--- src/rtl/instruction_fetch_if.sv ---
// Fetch-unit bus bundle: instruction memory port plus
// the valid/ready output stream toward decode.
interface instruction_fetch_if #(
  parameter int n = 16
);
  logic [2*n-1:0] imem_addr;
  logic           imem_en;
  logic [2*n-1:0] imem_data;
  logic           out_valid;
  logic [2*n-1:0] out_instr;
  logic [2*n-1:0] out_pc;
  logic           out_ready;

  modport master (
    output imem_addr,
    output imem_en,
    input  imem_data,
    output out_valid,
    output out_instr,
    output out_pc,
    input  out_ready
  );

  modport slave (
    input  imem_addr,
    input  imem_en,
    output imem_data,
    input  out_valid,
    input  out_instr,
    input  out_pc,
    output out_ready
  );
endinterface

--- src/rtl/instruction_fetch.sv ---
// Instruction fetch stage: PC sequencing, redirect handling
// and a two-entry {pc, instr} queue toward decode.
module instruction_fetch #(
  parameter int             n        = 16,
  parameter logic [2*n-1:0] RESET_PC = '0
) (
  input  logic           clk,
  input  logic           reset,
  input  logic           start,
  input  logic           halt,
  input  logic           redirect_valid,
  input  logic [2*n-1:0] redirect_pc,
  output logic           fault,
  output logic           busy,
  instruction_fetch_if.master bus
);

  localparam int W = 2 * n;

  // first byte address past the memory, held wide enough not to wrap
  localparam logic [W+2:0] LIMIT =
    {{W{1'b0}}, 3'b100} << n;

  typedef enum logic [1:0] {
    S_IDLE,
    S_RUN,
    S_HALTED,
    S_FAULT
  } state_t;

  state_t         r_state;
  state_t         w_state_nxt;
  logic [W-1:0]   r_pc;
  logic [W-1:0]   w_pc_nxt;

  logic [W-1:0]   r_q_pc    [2];
  logic [W-1:0]   r_q_instr [2];
  logic           r_head;
  logic [1:0]     r_count;

  logic           w_valid;
  logic           w_full;
  logic           w_pop;
  logic           w_fetch;
  logic           w_in_range;
  logic           w_redir;
  logic           w_misalign;
  logic           w_tail;

  always_comb begin
    w_valid    = (r_count != 2'd0);
    w_full     = (r_count == 2'd2);
    w_pop      = w_valid && bus.out_ready;
    w_in_range = ({3'b000, r_pc} < LIMIT);
    w_redir    = redirect_valid
               && (r_state != S_FAULT);
    w_misalign = (redirect_pc[1:0] != 2'b00);
    w_tail     = r_head ^ r_count[0];
    w_fetch    = (r_state == S_RUN)
               && !halt
               && !redirect_valid
               && w_in_range
               && (!w_full || w_pop);
  end

  always_comb begin
    w_state_nxt = r_state;
    if (w_redir && w_misalign) begin
      w_state_nxt = S_FAULT;
    end else if (w_redir) begin
      if ((r_state == S_RUN) && halt)
        w_state_nxt = S_HALTED;
    end else begin
      unique case (r_state)
        S_IDLE: begin
          if (start && halt)
            w_state_nxt = S_HALTED;
          else if (start)
            w_state_nxt = S_RUN;
        end
        S_RUN: begin
          if (!w_in_range)
            w_state_nxt = S_FAULT;
          else if (halt)
            w_state_nxt = S_HALTED;
        end
        S_HALTED: begin
          if (start && !halt)
            w_state_nxt = S_RUN;
        end
        S_FAULT: begin
          w_state_nxt = S_FAULT;
        end
      endcase
    end
  end

  always_comb begin
    w_pc_nxt = r_pc;
    if (w_redir && !w_misalign)
      w_pc_nxt = redirect_pc;
    else if (w_fetch)
      w_pc_nxt = r_pc + W'(4);
  end

  always_ff @(posedge clk) begin
    if (reset) begin
      r_state <= S_IDLE;
      r_pc    <= RESET_PC;
    end else begin
      r_state <= w_state_nxt;
      r_pc    <= w_pc_nxt;
    end
  end

  // a full queue can push and pop together: the tail slot is the head
  always_ff @(posedge clk) begin
    if (reset) begin
      r_head  <= 1'b0;
      r_count <= 2'd0;
    end else if (w_redir) begin
      r_head  <= 1'b0;
      r_count <= 2'd0;
    end else begin
      if (w_fetch) begin
        r_q_pc[w_tail]    <= r_pc;
        r_q_instr[w_tail] <= bus.imem_data;
      end
      r_head  <= r_head ^ w_pop;
      r_count <= r_count
               + {1'b0, w_fetch}
               - {1'b0, w_pop};
    end
  end

  always_comb begin
    bus.imem_addr = r_pc;
    bus.imem_en   = w_fetch;
    bus.out_valid = w_valid;
    bus.out_pc    = w_valid ? r_q_pc[r_head]
                            : '0;
    bus.out_instr = w_valid ? r_q_instr[r_head]
                            : '0;
    fault         = (r_state == S_FAULT);
    busy          = (r_state == S_RUN);
  end

endmodule

--- src/flat_wrapper.sv ---
// flat-port wrapper written by rule: the top's interface ports become plain ports
module instruction_fetch_flat 
#(
  parameter int             n        = 16,
  parameter logic [2*n-1:0] RESET_PC = '0
)
  (clk, reset, start, halt, redirect_valid, redirect_pc, fault, busy, bus_imem_addr, bus_imem_en, bus_imem_data, bus_out_valid, bus_out_instr, bus_out_pc, bus_out_ready);
  instruction_fetch_if #(.n(n)) bus_i ();
  input  logic clk;
  input  logic reset;
  input  logic start;
  input  logic halt;
  input  logic redirect_valid;
  input  logic [2*n-1:0] redirect_pc;
  output logic fault;
  output logic busy;
  output wire logic [$bits(bus_i.imem_addr)-1:0] bus_imem_addr;
  output wire logic [$bits(bus_i.imem_en)-1:0] bus_imem_en;
  input wire logic [$bits(bus_i.imem_data)-1:0] bus_imem_data;
  output wire logic [$bits(bus_i.out_valid)-1:0] bus_out_valid;
  output wire logic [$bits(bus_i.out_instr)-1:0] bus_out_instr;
  output wire logic [$bits(bus_i.out_pc)-1:0] bus_out_pc;
  input wire logic [$bits(bus_i.out_ready)-1:0] bus_out_ready;
  assign bus_imem_addr = bus_i.imem_addr;
  assign bus_imem_en = bus_i.imem_en;
  assign bus_i.imem_data = bus_imem_data;
  assign bus_out_valid = bus_i.out_valid;
  assign bus_out_instr = bus_i.out_instr;
  assign bus_out_pc = bus_i.out_pc;
  assign bus_i.out_ready = bus_out_ready;
  instruction_fetch #(.n(n), .RESET_PC(RESET_PC)) u_core (.clk(clk), .reset(reset), .start(start), .halt(halt), .redirect_valid(redirect_valid), .redirect_pc(redirect_pc), .fault(fault), .busy(busy), .bus(bus_i));
endmodule
--- config.mk ---
export PLATFORM = sky130hd
export DESIGN_NAME = instruction_fetch_flat
export DESIGN_NICKNAME = d
export VERILOG_FILES = /design/src/rtl/instruction_fetch_if.sv /design/src/rtl/instruction_fetch.sv /design/src/flat_wrapper.sv
export SDC_FILE = /design/constraint.sdc
export NUM_CORES = 1
export LEC_CHECK = 0
export ABC_AREA = 1
export BUFFER_PORTS_ARGS = -buffer_cell sky130_fd_sc_hd__clkbuf_2
export CORE_UTILIZATION = 53
export DETAILED_ROUTE_END_ITERATION = 6
export PLACE_DENSITY_LB_ADDON = 0.12
export SLEW_MARGIN = 30
export SYNTH_ARGS = -nofsm -noshare
export SYNTH_HDL_FRONTEND = slang
export SYNTH_SLANG_ARGS = --single-unit
--- constraint.sdc ---
create_clock -name clk -period 6.4 [get_ports clk]
set_input_delay 1.92 -clock clk [delete_from_list [all_inputs] [get_ports clk]]
set_output_delay 1.92 -clock clk [all_outputs]
set_load 0.03 [all_outputs]
==> flow_summary_export.csv <==
group,metric,value,unit
floorplanning,num_io_pins,170,
placement,io_buffers,169,
drt,detail_route.wl_per_cell,15.1,um
cts,clkLatencyLatePin,0.42,ns
floorplanning,initial_utilization,54.4,%
critical_path,required,4.48,ns
cts,cts_htree_levels,4,
sta,max_slew.worst_pin.slew,0.717,ns
sta,fmax,213,MHz
power_and_ir_drop,seq_power_share,51.2,%
sta,min_period_over_period,73.3,%
synthesis,synth_cell_types,31,
synthesis,ys.flop_type,"edfxtp_1",
synthesis,synthXorXnorAreaFrac,0.254,%
power_and_ir_drop,finalPower,0.00234,W
drt,drtIter0Drc,422,
synthesis,yosys_warnings,0,
critical_path,crit_arrival,2.77,ns
synthesis,syn-num-nets,756,
synthesis,ys_ff_latch,165,
synthesis,synthMuxAreaShare,0,%
synthesis,synth_top_cell_by_area,"edfxtp_1",
cells_and_area,area_growth,22.0,%
floorplanning,die_area,13500,um^2
cells_and_area,fin_nets,915,
power_and_ir_drop,power.density,278,nW/um^2
floorplanning,coreArea,12700,um^2
synthesis,synth_top_family_by_area,"simple AND/OR/NAND/NOR gates",
power_and_ir_drop,power_switching,0.000525,W
critical_path,crit_type,"primary input to output pin",
cts,cts_resized,0,
cells_and_area,n_antenna_cell,0,
critical_path,path_max_fanout,4,
floorplanning,dieHeight,116,um
floorplanning,die-width,116,um
sta,period_needed,4.69,ns
cts,postCtsSetupBuffers,0,
drt,drc,0,
flow_run,cap_violations,0,
cts,cts_buffers,17,
drt,via_count,5381,
synthesis,synth_compound_area_share,8.44,%
global_route,grt_max_degree,68,
synthesis,ys_top_cells_by_count,"nand2_1 (223), edfxtp_1 (128), a21oi_1 (85)",
synthesis,yosysSeqAreaShare,66.5,%
cts,cts_buffer_depth,2,
synthesis,synth-simple-area-share,20.2,%
critical_path,end_kind,"output pin",
drt,viasPerCell,5.24,
synthesis,synth_adder_area_share,0.544,%
synthesis,synth.most_common_cell,"nand2_1",
sta,grt_setup_unrepaired,"no",
global_route,grt.overflow.total,0,
drt,ant_nets,0,
power_and_ir_drop,p_leak,3.53,nW
floorplanning,row_count,41,
placement,hpwl,9.81,mm
critical_path,r2r-start,"u_core.r_head",
cells_and_area,nFillCells,1006,
critical_path,cp-startpoint,"redirect_valid",
hold_path,min_from,"u_core.bus.imem_addr[1]",
cts,cts.sinks,165,
sta,finalSetupViolations,0,
sta,final-hold-violation-count,0,
placement,place.gp.congestion,0.923,
cells_and_area,drive_above_1_share,26.4,%
sta,max_slew_margin,52.2,%
sta,drv_slew,0,
power_and_ir_drop,power_frac_clock,41.2,%
power_and_ir_drop,power_frac_comb,7.6,%
power_and_ir_drop,ir_worst_vdd,0.000145,V
cts,cts.reportedPaths.clkPinSlew,0.06,ns
critical_path,start_kind,"primary input",
synthesis,ys_top_cells_by_area,"edfxtp_1 (56%), nand2_1 (12%), dfxtp_1 (11%)",
synthesis,postSynthAreaPerCell,10.1,um^2
drt,dr.pass1.iters,5,
cts,root_buffer,"clkbuf_16",
global_route,antenna_found_initial,0,
sta,fin_tns_setup,0,ns
drt,routed_wl,15.5,mm
synthesis,synth_edf_count,128,
synthesis,async_flop_share,0,%
hold_path,min_path_type,"flip-flop to flip-flop",
cts,cts_tree,"done",
global_route,grt_pass1_vias,5011,
power_and_ir_drop,netSwitchingFraction,22.4,%
cells_and_area,post-route-util,66.4,%
global_route,grt_pass1_wl,24.1,mm
synthesis,syn_area,6890,um^2
sta,skew,0.00792,ns
power_and_ir_drop,p_int,0.00182,W
synthesis,synth_top_area_share,55.8,%
cts,holdBufCountCts,0,
synthesis,synthCells,683,
run_status,outcome,"completed",
global_route,grt_usage,23.8,%
==> power groups by stage <==
stage | sequential [W] | clock [W] | combinational, W
after global placement | 0.00122 | 0 | 0.000174
after floorplan | 0.00123 | 0 | 0.0000978
after detailed placement | 0.00122 | 0 | 0.000178
after global routing | 0.00120 | 0.00102 | 0.000196
final | 0.00120 | 0.000964 | 0.000177
after CTS | 0.00120 | 0.000978 | 0.000179
==> registers in the layout, summed over array words and instances, names as in the netlist <==
name and flops:
u_core.r_head 1, u_core.bus.imem_addr 32, u_core.r_q_pc 64, u_core.r_count 2, u_core.r_state 2, u_core.r_q_instr 64
==> metal layers <==
layer | vias up | GRT usage (%) | part of all wire, %
li1 | 2616 | - | -
met1 | 2551 | 32.1 | 44
met2 | 187 | 37.9 | 48
met3 | 27 | 4.45 | 5.8
met4 | 0 | 10.6 | 1.9
met5 | - | 0 | 0
==> cell usage in the layout (no fill, tap or decap) <==
master       n
a21oi_1     85
a21oi_2      1
buf_4        4
clkbuf_1     5
clkbuf_16   20
clkbuf_2   171
clkbuf_8     2
clkinv_2     3
dfxtp_1     36
dfxtp_2      1
edfxtp_1   128
ha_1         3
inv_1       23
inv_2        3
inv_4        2
nand2_1    223
nand2_2      3
nand2_4      2
nand3_1     21
nand3_2      2
nand3b_1     1
nand4_1      7
nor2_1      64
nor2_2       1
nor2_4       6
nor3_1       2
o21ai_0     24
o21ai_1      1
o21bai_1     2
o31ai_1      1
or2_0        1
or2_2        5
xnor2_1      2
==> worst paths after layout <==
path                            cells past startpoint                 endpoint  slack (ns)
worst max-delay path                                5              bus_imem_en        1.71
worst min-delay path                                2  u_core.bus.imem_addr[1]        0.47
worst max register to register                      5     u_core.r_q_pc[0][10]        3.52
worst min register to register                      2  u_core.bus.imem_addr[1]        0.47
==> worst max-delay path: stages <==
cell,delay (ns)
clkbuf_2,0.10
nor2_1,0.15
nand3_2,0.12
a21oi_2,0.23
clkbuf_2,0.25
==> final cells by class <==
cell class                 count  area, um^2  share of cell area [%]
tap                          172         215                    2.56
timing repair buffer         173         876                    10.4
sequential                   165        4590                    54.5
inverter                      28         110                    1.31
clock buffer                  29         557                    6.62
clock inverter                 3        15.0                   0.178
multi-input combinational    457        2050                    24.4
==> cell families after synthesis <==
family / Yosys count
simple gates: 338
flops: 165
compound gates: 114
buf+inv: 61
fa+ha+maj: 3
xor+xnor: 2
==> stage by stage <==
step | cell area [um^2] | hold WS (ns) | worst slack [ns] | cells
4_1_cts | 8410 | 0.469 | 1.73 | 1027
3_5_place_dp | 7840 | 0.460 | 1.74 | 995
3_3_place_gp | 7840 | 0.460 | 1.75 | 995
5_1_grt | 8410 | 0.492 | 1.65 | 1027
2_1_floorplan | 6890 | 0.483 | 0.583 | 683
6_report | 8410 | 0.472 | 1.71 | 1027
No activity file was read; power rests on OpenSTA's default activity.
